$ cat config.mk
export PLATFORM = sky130hd
export DESIGN_NAME = lsu_pmem_ctrl
export DESIGN_NICKNAME = d
export VERILOG_FILES = /design/src/rtl/npc_pkg.sv /design/src/rtl/lsu_load_ext.sv /design/src/rtl/lsu_pmem_ctrl.sv
export SDC_FILE = /design/constraint.sdc
export NUM_CORES = 1
export LEC_CHECK = 0
export BUFFER_PORTS_ARGS = -buffer_cell sky130_fd_sc_hd__clkbuf_2
export CAP_MARGIN = 30
export CELL_PAD_IN_SITES_DETAIL_PLACEMENT = 2
export CELL_PAD_IN_SITES_GLOBAL_PLACEMENT = 2
export CORE_MARGIN = 2
export CORE_UTILIZATION = 30
export DETAILED_ROUTE_END_ITERATION = 16
export PLACE_DENSITY = 0.8
export SLEW_MARGIN = 20
export SYNTH_ARGS = -nofsm -noshare
export SYNTH_HDL_FRONTEND = slang
export SYNTH_SLANG_ARGS = --single-unit
$ cat constraint.sdc
create_clock -name clk -period 3.55 [get_ports clk]
set_input_delay 0.71 -clock clk [delete_from_list [all_inputs] [get_ports clk]]
set_output_delay 0.71 -clock clk [all_outputs]
set_load 0.02 [all_outputs]
$ cat src/rtl/npc_pkg.sv
// Shared NPC core types: access sizes, LSU controller states and
// byte-lane helpers used by the load/store path.
package npc_pkg;

  typedef enum logic [1:0] {
    SZ_B = 2'd0,
    SZ_H = 2'd1,
    SZ_W = 2'd2,
    SZ_D = 2'd3
  } lsu_size_e;

  typedef enum logic [1:0] {
    IDLE = 2'd0,
    RD   = 2'd1,
    WR   = 2'd2,
    RESP = 2'd3
  } lsu_state_e;

  // Byte enables for an access of the given size, before lane shifting.
  function automatic logic [7:0] size_mask(input logic [1:0] size);
    logic [7:0] m;
    case (size)
      SZ_B:    m = 8'h01;
      SZ_H:    m = 8'h03;
      SZ_W:    m = 8'h0F;
      SZ_D:    m = 8'hFF;
      default: m = 8'hFF;
    endcase
    return m;
  endfunction

  // True when the doubleword offset is not a multiple of the access size.
  function automatic logic addr_misaligned(input logic [2:0] off, input logic [1:0] size);
    logic mis;
    case (size)
      SZ_B:    mis = 1'b0;
      SZ_H:    mis = off[0];
      SZ_W:    mis = |off[1:0];
      SZ_D:    mis = |off;
      default: mis = 1'b1;
    endcase
    return mis;
  endfunction

endpackage

$ cat src/rtl/lsu_load_ext.sv
// Load result formatting: shift the addressed lane down, truncate to the
// access size and sign- or zero-extend to the full beat width.
module lsu_load_ext
  import npc_pkg::*;
#(
  parameter int DATA_W = 64
) (
  input  logic [DATA_W-1:0] beat,
  input  logic [2:0]        off,
  input  logic [1:0]        size,
  input  logic              is_unsigned,
  output logic [DATA_W-1:0] data
);

  logic [DATA_W-1:0] shifted_s;

  // Lane select followed by size truncation and extension.
  always_comb begin
    shifted_s = beat >> {off, 3'b000};
    case (size)
      SZ_B:    data = {{(DATA_W-8){shifted_s[7]  & ~is_unsigned}}, shifted_s[7:0]};
      SZ_H:    data = {{(DATA_W-16){shifted_s[15] & ~is_unsigned}}, shifted_s[15:0]};
      SZ_W:    data = {{(DATA_W-32){shifted_s[31] & ~is_unsigned}}, shifted_s[31:0]};
      SZ_D:    data = shifted_s;
      default: data = shifted_s;
    endcase
  end

endmodule

$ cat src/rtl/lsu_pmem_ctrl.sv
// Single-outstanding load/store controller driving the DPI pmem port.
// All outputs are registered; wmask is nonzero only during the WR cycle.
module lsu_pmem_ctrl
  import npc_pkg::*;
#(
  parameter int ADDR_W = 64,
  parameter int DATA_W = 64,
  parameter int MASK_W = 8
) (
  input  logic              clk,
  input  logic              rst_n,
  input  logic              req_valid,
  output logic              req_ready,
  input  logic              req_wen,
  input  logic [ADDR_W-1:0] req_addr,
  input  logic [DATA_W-1:0] req_wdata,
  input  logic [1:0]        req_size,
  input  logic              req_unsigned,
  output logic              resp_valid,
  input  logic              resp_ready,
  output logic [DATA_W-1:0] resp_rdata,
  output logic              resp_err,
  output logic [ADDR_W-1:0] mem_raddr,
  input  logic [DATA_W-1:0] mem_rdata,
  output logic [ADDR_W-1:0] mem_waddr,
  output logic [DATA_W-1:0] mem_wdata,
  output logic [MASK_W-1:0] mem_wmask
);

  localparam logic [1:0] ST_IDLE = IDLE;
  localparam logic [1:0] ST_RD   = RD;
  localparam logic [1:0] ST_WR   = WR;
  localparam logic [1:0] ST_RESP = RESP;

  logic [1:0]        state_r;
  logic [2:0]        off_r;
  logic [1:0]        size_r;
  logic              uns_r;
  logic              req_ready_r;
  logic              resp_valid_r;
  logic [DATA_W-1:0] resp_rdata_r;
  logic              resp_err_r;
  logic [ADDR_W-1:0] mem_raddr_r;
  logic [ADDR_W-1:0] mem_waddr_r;
  logic [DATA_W-1:0] mem_wdata_r;
  logic [MASK_W-1:0] mem_wmask_r;
  logic [DATA_W-1:0] load_data_s;
  logic              misaligned_s;

  assign misaligned_s = addr_misaligned(req_addr[2:0], req_size);

  lsu_load_ext #(.DATA_W(DATA_W)) u_load_ext (
    .beat        (mem_rdata),
    .off         (off_r),
    .size        (size_r),
    .is_unsigned (uns_r),
    .data        (load_data_s)
  );

  // Controller FSM; port values for the next access cycle are set up on entry
  // so the mem_* outputs come straight from flops.
  always_ff @(posedge clk or negedge rst_n) begin
    if (!rst_n) begin
      state_r      <= ST_IDLE;
      off_r        <= 3'd0;
      size_r       <= 2'd0;
      uns_r        <= 1'b0;
      req_ready_r  <= 1'b1;
      resp_valid_r <= 1'b0;
      resp_rdata_r <= '0;
      resp_err_r   <= 1'b0;
      mem_raddr_r  <= '0;
      mem_waddr_r  <= '0;
      mem_wdata_r  <= '0;
      mem_wmask_r  <= '0;
    end else begin
      case (state_r)
        ST_IDLE: begin
          if (req_valid) begin
            off_r       <= req_addr[2:0];
            size_r      <= req_size;
            uns_r       <= req_unsigned;
            req_ready_r <= 1'b0;
            if (misaligned_s) begin
              state_r      <= ST_RESP;
              resp_valid_r <= 1'b1;
              resp_err_r   <= 1'b1;
              resp_rdata_r <= '0;
            end else if (req_wen) begin
              state_r     <= ST_WR;
              mem_waddr_r <= {req_addr[ADDR_W-1:3], 3'b000};
              mem_wdata_r <= req_wdata << {req_addr[2:0], 3'b000};
              mem_wmask_r <= size_mask(req_size) << req_addr[2:0];
            end else begin
              state_r     <= ST_RD;
              mem_raddr_r <= {req_addr[ADDR_W-1:3], 3'b000};
            end
          end
        end
        ST_RD: begin
          state_r      <= ST_RESP;
          mem_raddr_r  <= '0;
          resp_rdata_r <= load_data_s;
          resp_err_r   <= 1'b0;
          resp_valid_r <= 1'b1;
        end
        ST_WR: begin
          state_r      <= ST_RESP;
          mem_waddr_r  <= '0;
          mem_wdata_r  <= '0;
          mem_wmask_r  <= '0;
          resp_rdata_r <= '0;
          resp_err_r   <= 1'b0;
          resp_valid_r <= 1'b1;
        end
        ST_RESP: begin
          if (resp_ready) begin
            state_r      <= ST_IDLE;
            resp_valid_r <= 1'b0;
            resp_rdata_r <= '0;
            resp_err_r   <= 1'b0;
            req_ready_r  <= 1'b1;
          end
        end
        default: begin
          state_r      <= ST_IDLE;
          req_ready_r  <= 1'b1;
          resp_valid_r <= 1'b0;
          mem_raddr_r  <= '0;
          mem_waddr_r  <= '0;
          mem_wdata_r  <= '0;
          mem_wmask_r  <= '0;
        end
      endcase
    end
  end

  assign req_ready  = req_ready_r;
  assign resp_valid = resp_valid_r;
  assign resp_rdata = resp_rdata_r;
  assign resp_err   = resp_err_r;
  assign mem_raddr  = mem_raddr_r;
  assign mem_waddr  = mem_waddr_r;
  assign mem_wdata  = mem_wdata_r;
  assign mem_wmask  = mem_wmask_r;

endmodule
==> metrics.txt, run 1 <==
CP Capture Point resp_rdata[50]; critical path buffer and inverter count 3; crit path max-delay cell type o21ai_0; number of synthesized flops with an enable pin 0; Clk pwr share 21.0%; TritonCTS clock tree built; CP Max Fanout 40; wire per inst 24.5 um; sequential power share 30.2%; min Tclk post-route 2.95 ns; Crit path top cell by count inv_1; yosys warns 0; Final Non-Filler Cells 2444; DRT Wirelength 59.9 mm; Chip Width 219 um; antenna violations before repair 5; cell count after synthesis 1419; Placer Congestion 0.914; CP Depth 8; dpl ws 0.565 ns; first-pass detailed-route iteration total 5; critical path class flop to flop; Async SR Flop Fraction 100%; filler cell count 4938; Via density 5.42; critical path data arrival time 3.35 ns; die area 47800 um^2; Mean Syn Cell Area 9.73 um^2; LEAKAGE 8.81 nW; RR Startpoint state_r[0]; Max-cap violations 0; Logic pwr share 48.7%; status complete, no violations; # rows 78; Initial Util 30.4%; Vias 13200; Tcrit/Tclk final 83.1%; Final Hold Fails 0; Num Clock Sinks 269; Cell Pwr Density 965 nW/um^2; sw power 8.15 mW; Num CTS Buffers 35; CTS H-tree depth 2; FF+latch count, synth 269; CP startpoint state_r[0]; Root Driver clkbuf_16; ratio of cells with drive above 1 in the final layout 32.6%; crit path launch type flop; setup tns final 0 ns; Total GRT Usage 24.7%; CP top delay family compound AO/OA/AOI/OAI gates; commonest non-fill, non-tap cell in the layout clkbuf_2; CP Cell Sequence inv_1 > ha_1 > inv_1 > o21ai_0 > a211o_1 > nand2b_1 > buf_4 > a22oi_1; clock skew 0.0186 ns; RSZ-0062 raised after global routing no; largest net degree at the start of global routing 88; Finish-stage setup viols 0; io pins 467; Iter 0 DRT Violations 921; CP peak stage delay 0.57 ns; Worst R2R Setup Slack 0.60 ns; sw frac 47.3%; Hold-fix buffers, CTS 0; most frequent cells in the layout clkbuf_2 (457), nand2_1 (291), dfrtp_1 (266); Port Buffers 460; CP Data Required Time 3.95 ns; Max IR drop VDD 367 uV; die height 219 um; Critical Path End Type flop; final setup margin 0.600 ns; Peak Freq 339 MHz; vias in the first global route 14500; final-report max-slew violation count 0; GRT overflow 0; Hold/Removal Path Class input port to asynchronous set/reset pin; Pint 9.07 mW; Worst Max-Slew Pin Slew 0.891 ns; register area share after synthesis 48.8%; Primary FF master, synth dfrtp_1; Nets 2021; Placed Cells 2380; DRC violations left 0; reg2reg end resp_rdata[50]; post-synthesis cell area 13800 um^2; Reg clk slew, reported paths 0.06 ns; R2R cell count 8; Routed Antenna Nets 0; Layout area overhead 29.2%; Detailed Place HPWL 44.3 mm; Core ar. 45400 um^2; Register Area 6740 um^2; first-pass GRT wire length 89.8 mm; Post-CTS Resized 0; clock buffer depth 3; Multi-input gate area 6460 um^2; Rel. slew slack 40.4%; Unique masters post-synth 49; Clk Latency, worst-skew pair 0.56 ns; post-CTS setup buffers 0
[stage by stage]
stage	power [mW]	hold WS (ns)	utilization, %	area, um^2
floorplan	10.3	0.414	-	13800
global placement	13.3	0.460	36.8	16700
detailed placement	13.7	0.466	36.8	16700
CTS	17.4	0.176	39.3	17800
global route	18.3	0.173	39.3	17800
finish	17.2	0.118	39.3	17800
[cells by family (layout without fill, tap and decap cells)]
| logic type | count (synthesis) | in the layout | synth area share [%] |
|---|---|---|---|
| AND/OR/NAND/NOR | 395 | 395 | 11.8 |
| flip-flops | 269 | 269 | 48.8 |
| multiplexers | 137 | 137 | 11.6 |
| buffers and inverters | 142 | 561 | 4.78 |
| AO/OA/AOI/OAI | 471 | 471 | 22.7 |
| other | 1 | 7 | 0.0272 |
| adder cells (fa/ha/maj) | 4 | 4 | 0.363 |
[flip-flops by register name, summed over array words and instances, names as in the netlist]
register    cells
resp_valid      1
resp_err        1
mem_raddr      61
mem_wmask       8
mem_wdata      64
uns_r           1
off_r           3
resp_rdata     64
state_r         2
req_ready       1
size_r          2
mem_waddr      61
[power groups by stage]
stage / Sequential, mW / Combinational (mW) / Clock, mW
5_1_grt: 5.37 / 9.12 / 3.83
6_report: 5.21 / 8.39 / 3.62
3_5_place_dp: 5.25 / 8.42 / 0
4_1_cts: 5.22 / 8.48 / 3.71
2_1_floorplan: 6.33 / 3.99 / 0
3_3_place_gp: 5.17 / 8.16 / 0
[cell type report]
type	instances	area share, %
clock inverter	16	0.996
tap	600	4.21
timing repair buffer	493	15.3
sequential	269	37.7
clock buffer	47	5.44
multi-input combinational	1013	36.2
inverter	5	0.105
antenna	1	0.0140
[synth_stat cells (5+ instances only)]
library cell / number / share of area (%)
nand2_1: 291 / 7.9
dfrtp_1: 268 / 49
o21ai_0: 146 / 5.3
mux2i_1: 98 / 7.1
a22o_1: 77 / 4.9
a22oi_1: 64 / 3.5
clkbuf_1: 64 / 1.7
a21oi_1: 54 / 2.0
a211oi_1: 53 / 2.9
buf_2: 53 / 1.9
nor2_1: 50 / 1.4
nor2b_1: 30 / 1.4
o31ai_1: 30 / 1.6
mux2_2: 23 / 1.9
o22ai_1: 17 / 0.77
mux4_2: 16 / 2.6
buf_4: 12 / 0.65
o2bb2ai_1: 8 / 0.51
nand2b_1: 7 / 0.32
buf_1: 6 / 0.16
o211ai_1: 5 / 0.27
[worst reg2reg max path: cells and delay by family (launching register included)]
family | cells | cell delay (ns)
flip-flops | 1 | 0.41
AO/OA/AOI/OAI | 3 | 1.13
buffers and inverters | 3 | 0.74
adder cells (fa/ha/maj) | 1 | 0.36
AND/OR/NAND/NOR | 1 | 0.15
[metal layers]
layer / global-route usage, % / part of all wire, %
met4: 9.05 / 3.0
met2: 42.9 / 50
met5: 0 / 0.038
met1: 29.0 / 39
met3: 6.68 / 7.0
[worst min path at each step]
stage                  startpoint        endpoint  depth (start not counted)
detailed placement  mem_wdata[15]   mem_wdata[15]                          2
global placement    mem_wdata[15]   mem_wdata[15]                          2
floorplan                   rst_n   mem_raddr[10]                          0
global route                rst_n  resp_rdata[61]                          1
CTS                         rst_n  resp_rdata[61]                          1
finish                      rst_n  resp_rdata[61]                          1
(Power assumes the default switching activity.)
==> run 2: changes to the inputs <==
--- a/config.mk
+++ b/config.mk
@@ -5,14 +5,15 @@
 export SDC_FILE = /design/constraint.sdc
 export NUM_CORES = 1
 export LEC_CHECK = 0
+export ABC_AREA = 1
 export BUFFER_PORTS_ARGS = -buffer_cell sky130_fd_sc_hd__clkbuf_2
 export CAP_MARGIN = 30
 export CELL_PAD_IN_SITES_DETAIL_PLACEMENT = 2
 export CELL_PAD_IN_SITES_GLOBAL_PLACEMENT = 2
 export CORE_MARGIN = 2
-export CORE_UTILIZATION = 30
+export CORE_UTILIZATION = 25
 export DETAILED_ROUTE_END_ITERATION = 16
-export PLACE_DENSITY = 0.8
+export PLACE_DENSITY = 0.77
 export SLEW_MARGIN = 20
 export SYNTH_ARGS = -nofsm -noshare
 export SYNTH_HDL_FRONTEND = slang
==> constraint.sdc (replaced) <==
create_clock -name clk -period 2.45 [get_ports clk]
set_input_delay 0.49 -clock clk [delete_from_list [all_inputs] [get_ports clk]]
set_output_delay 0.49 -clock clk [all_outputs]
set_load 0.02 [all_outputs]
==> metrics.txt, run 2 <==
min Tclk post-route 2.22 ns (-0.730 ns); Detailed Place HPWL 52.0 mm (+17%); Via density 4.81 (-11%); Final Non-Filler Cells 3226 (+32%); Routed Antenna Nets 0 (unchanged); Finish-stage setup viols 0 (unchanged); critical path class flop to flop; Vias 15500 (+17%); FF+latch count, synth 269 (unchanged); Cell Pwr Density 1350 nW/um^2 (+40%); wire per inst 21.4 um (-13%); Synth area leaders dfrtp_1 (46%), nand2_1 (24%), nand3_1 (10%), o21ai_0 (3.9%), inv_1 (2.4%); cell count after synthesis 2009 (+42%); status complete, no violations; Max IR drop VDD 554 uV (+51%); most frequent cells in the layout nand2_1 (930), clkbuf_2 (459), nand3_1 (292); filler cell count 6895 (+40%); Nets 2636 (+30%); Placed Cells 3157 (+33%); WHS Path Cells 3; LEAKAGE 10.6 nW (+20%); CP Data Required Time 2.95 ns (-1.00 ns); Rel. slew slack 52.9% (+13 points); Synth top area share 46.4% (-2.2 points); CP Max Fanout 28 (-30%); Clk Latency, worst-skew pair 0.57 ns (about the same); final-report max-slew violation count 0 (unchanged); crit path launch type flop; post-synth top area cell dfrtp_1; Tcrit/Tclk final 90.6% (+7.5 points); clock buffer depth 3 (unchanged); io pins 467 (unchanged); Chip Width 245 um (+12%); first-pass detailed-route iteration total 4 (-1); Reg clk slew, reported paths 0.06 ns (about the same); Initial Util 25.2% (-5.3 points); CTS H-tree depth 2 (unchanged); DRC violations left 0 (unchanged); Async SR Flop Fraction 100% (unchanged); first-pass GRT wire length 106 mm (+18%); Num Clock Sinks 269 (unchanged); most common library cells after synthesis nand2_1 (931), nand3_1 (292), dfrtp_1 (268); vias in the first global route 17100 (+18%); ratio of cells with drive above 1 in the final layout 25.0% (-7.6 points); Peak Freq 450 MHz (+33%); Total Power 25.8 mW (+50%); Placer Congestion 0.865 (-5.4%); die area 59800 um^2 (+25%); commonest non-fill, non-tap cell in the layout nand2_1; tightest hold margin 0.147 ns (+0.0293 ns); register area share after synthesis 46.5% (-2.2 points); post-synthesis cell area 14500 um^2 (+4.8%); clock skew 0.0179 ns (-0.000656 ns); Total GRT Usage 23.1% (-1.6 points); Worst Max-Slew Pin Slew 0.706 ns (-0.184 ns); Primary FF master, synth dfrtp_1; Max-cap violations 0 (unchanged); antenna violations before repair 6 (+1); Iter 0 DRT Violations 656 (-29%); critical path data arrival time 2.72 ns (-0.63 ns); GRT overflow 0 (unchanged); Post-CTS Resized 0 (unchanged); largest net degree at the start of global routing 70 (-20%); number of synthesized flops with an enable pin 0 (unchanged); DRT Wirelength 69.1 mm (+15%); Hold/Removal Path Class input port to flop; RSZ-0062 raised after global routing no; Critical Path End Type flop; setup tns final 0 ns (unchanged); Final Hold Fails 0 (unchanged); Unique masters post-synth 39 (-20%); yosys warns 0 (unchanged); Core ar. 57500 um^2 (+27%); Layout area overhead 31.9%; die height 245 um (+12%); Mean Syn Cell Area 7.20 um^2 (-26%); Port Buffers 460 (unchanged); Num CTS Buffers 37 (+5.7%); count leader, synth nand2_1; # rows 88 (+13%); TritonCTS clock tree built; Root Driver clkbuf_16; R2R cell count 10 (+2)
## run 2: cell types whose count changed after synthesis, sizes merged, moves of 30 or more
cell    change
nor2b      -30
mux2i      -75
nand2     +642
nor2       -34
o31ai      -30
inv        +90
a22o       -75
nand3     +291
a22oi      -65
a211oi     -53
## run 2: per-layer routing
layer	share of wire (%)	track usage (%)	vias up
li1	-	-	7250
met1	41	27.4	7781
met2	50	40.5	375
met3	5.5	5.14	111
met4	3.6	8.79	4
met5	0.030	0	-
## run 2: layout make-up
| cell class | count | area (um^2) | share of cell area, % |
|---|---|---|---|
| diodes | 5 | 12.5 | 0.0656 |
| clock buffers | 54 | 1090 | 5.72 |
| clock inverters | 9 | 126 | 0.662 |
| inverters | 96 | 363 | 1.90 |
| multi-input cells | 1505 | 6660 | 34.9 |
| flip-flops and latches | 269 | 6730 | 35.3 |
| well taps | 765 | 957 | 5.02 |
| repair buffers | 523 | 3140 | 16.4 |
## run 2: cells by family after synthesis
family                   Yosys count  synth area share, %
adder cells (fa/ha/maj)            4                0.346
AND/OR/NAND/NOR                 1264                 35.9
multiplexers                      23                 1.59
flip-flops                       269                 46.5
buffers and inverters            240                 7.74
AO/OA/AOI/OAI                    208                 7.80
other                              1               0.0259
## run 2: timing repair
item	in CTS	in global routing
endpoints found under the hold margin	54	0
hold buffers	1	0
setup buffers	0	0
setup endpoints to repair	0	0
## run 2: critical path: stages (launching register included)
cell and delay [ns]:
dfrtp_2 0.39, buf_4 0.31, nand2_1 0.13, nand3_1 0.14, nand3_1 0.11, nand2_1 0.16, nand2_1 0.11, a21oi_4 0.38
buf_12 0.23, nand2_1 0.09, nand2_1 0.08
## run 2: worst paths after layout
check	end	slack [ns]	startpoint
worst max-delay path	resp_rdata[10]	0.23	off_r[0]
worst max register to register	resp_rdata[10]	0.23	off_r[0]
min in group asynchronous	resp_rdata[27]	0.53	rst_n
worst min-delay path	mem_waddr[41]	0.15	req_addr[41]
max in group asynchronous	mem_waddr[38]	1.15	rst_n
worst min register to register	mem_waddr[36]	0.47	mem_waddr[36]
## run 2: stage by stage
step | utilization, % | setup slack, ns | instance area (um^2)
6_report | 33.2 | 0.230 | 19100
5_1_grt | 33.2 | 0.0967 | 19100
4_1_cts | 33.2 | 0.215 | 19100
3_5_place_dp | 31.0 | 0.240 | 17800
3_3_place_gp | 31.0 | 0.324 | 17800
2_1_floorplan | - | 0.598 | 14500
## run 2: power by group
part	switching (mW)	internal (mW)
Clock	2.19	3.30
Combinational	9.18	3.93
Sequential	1.14	6.07
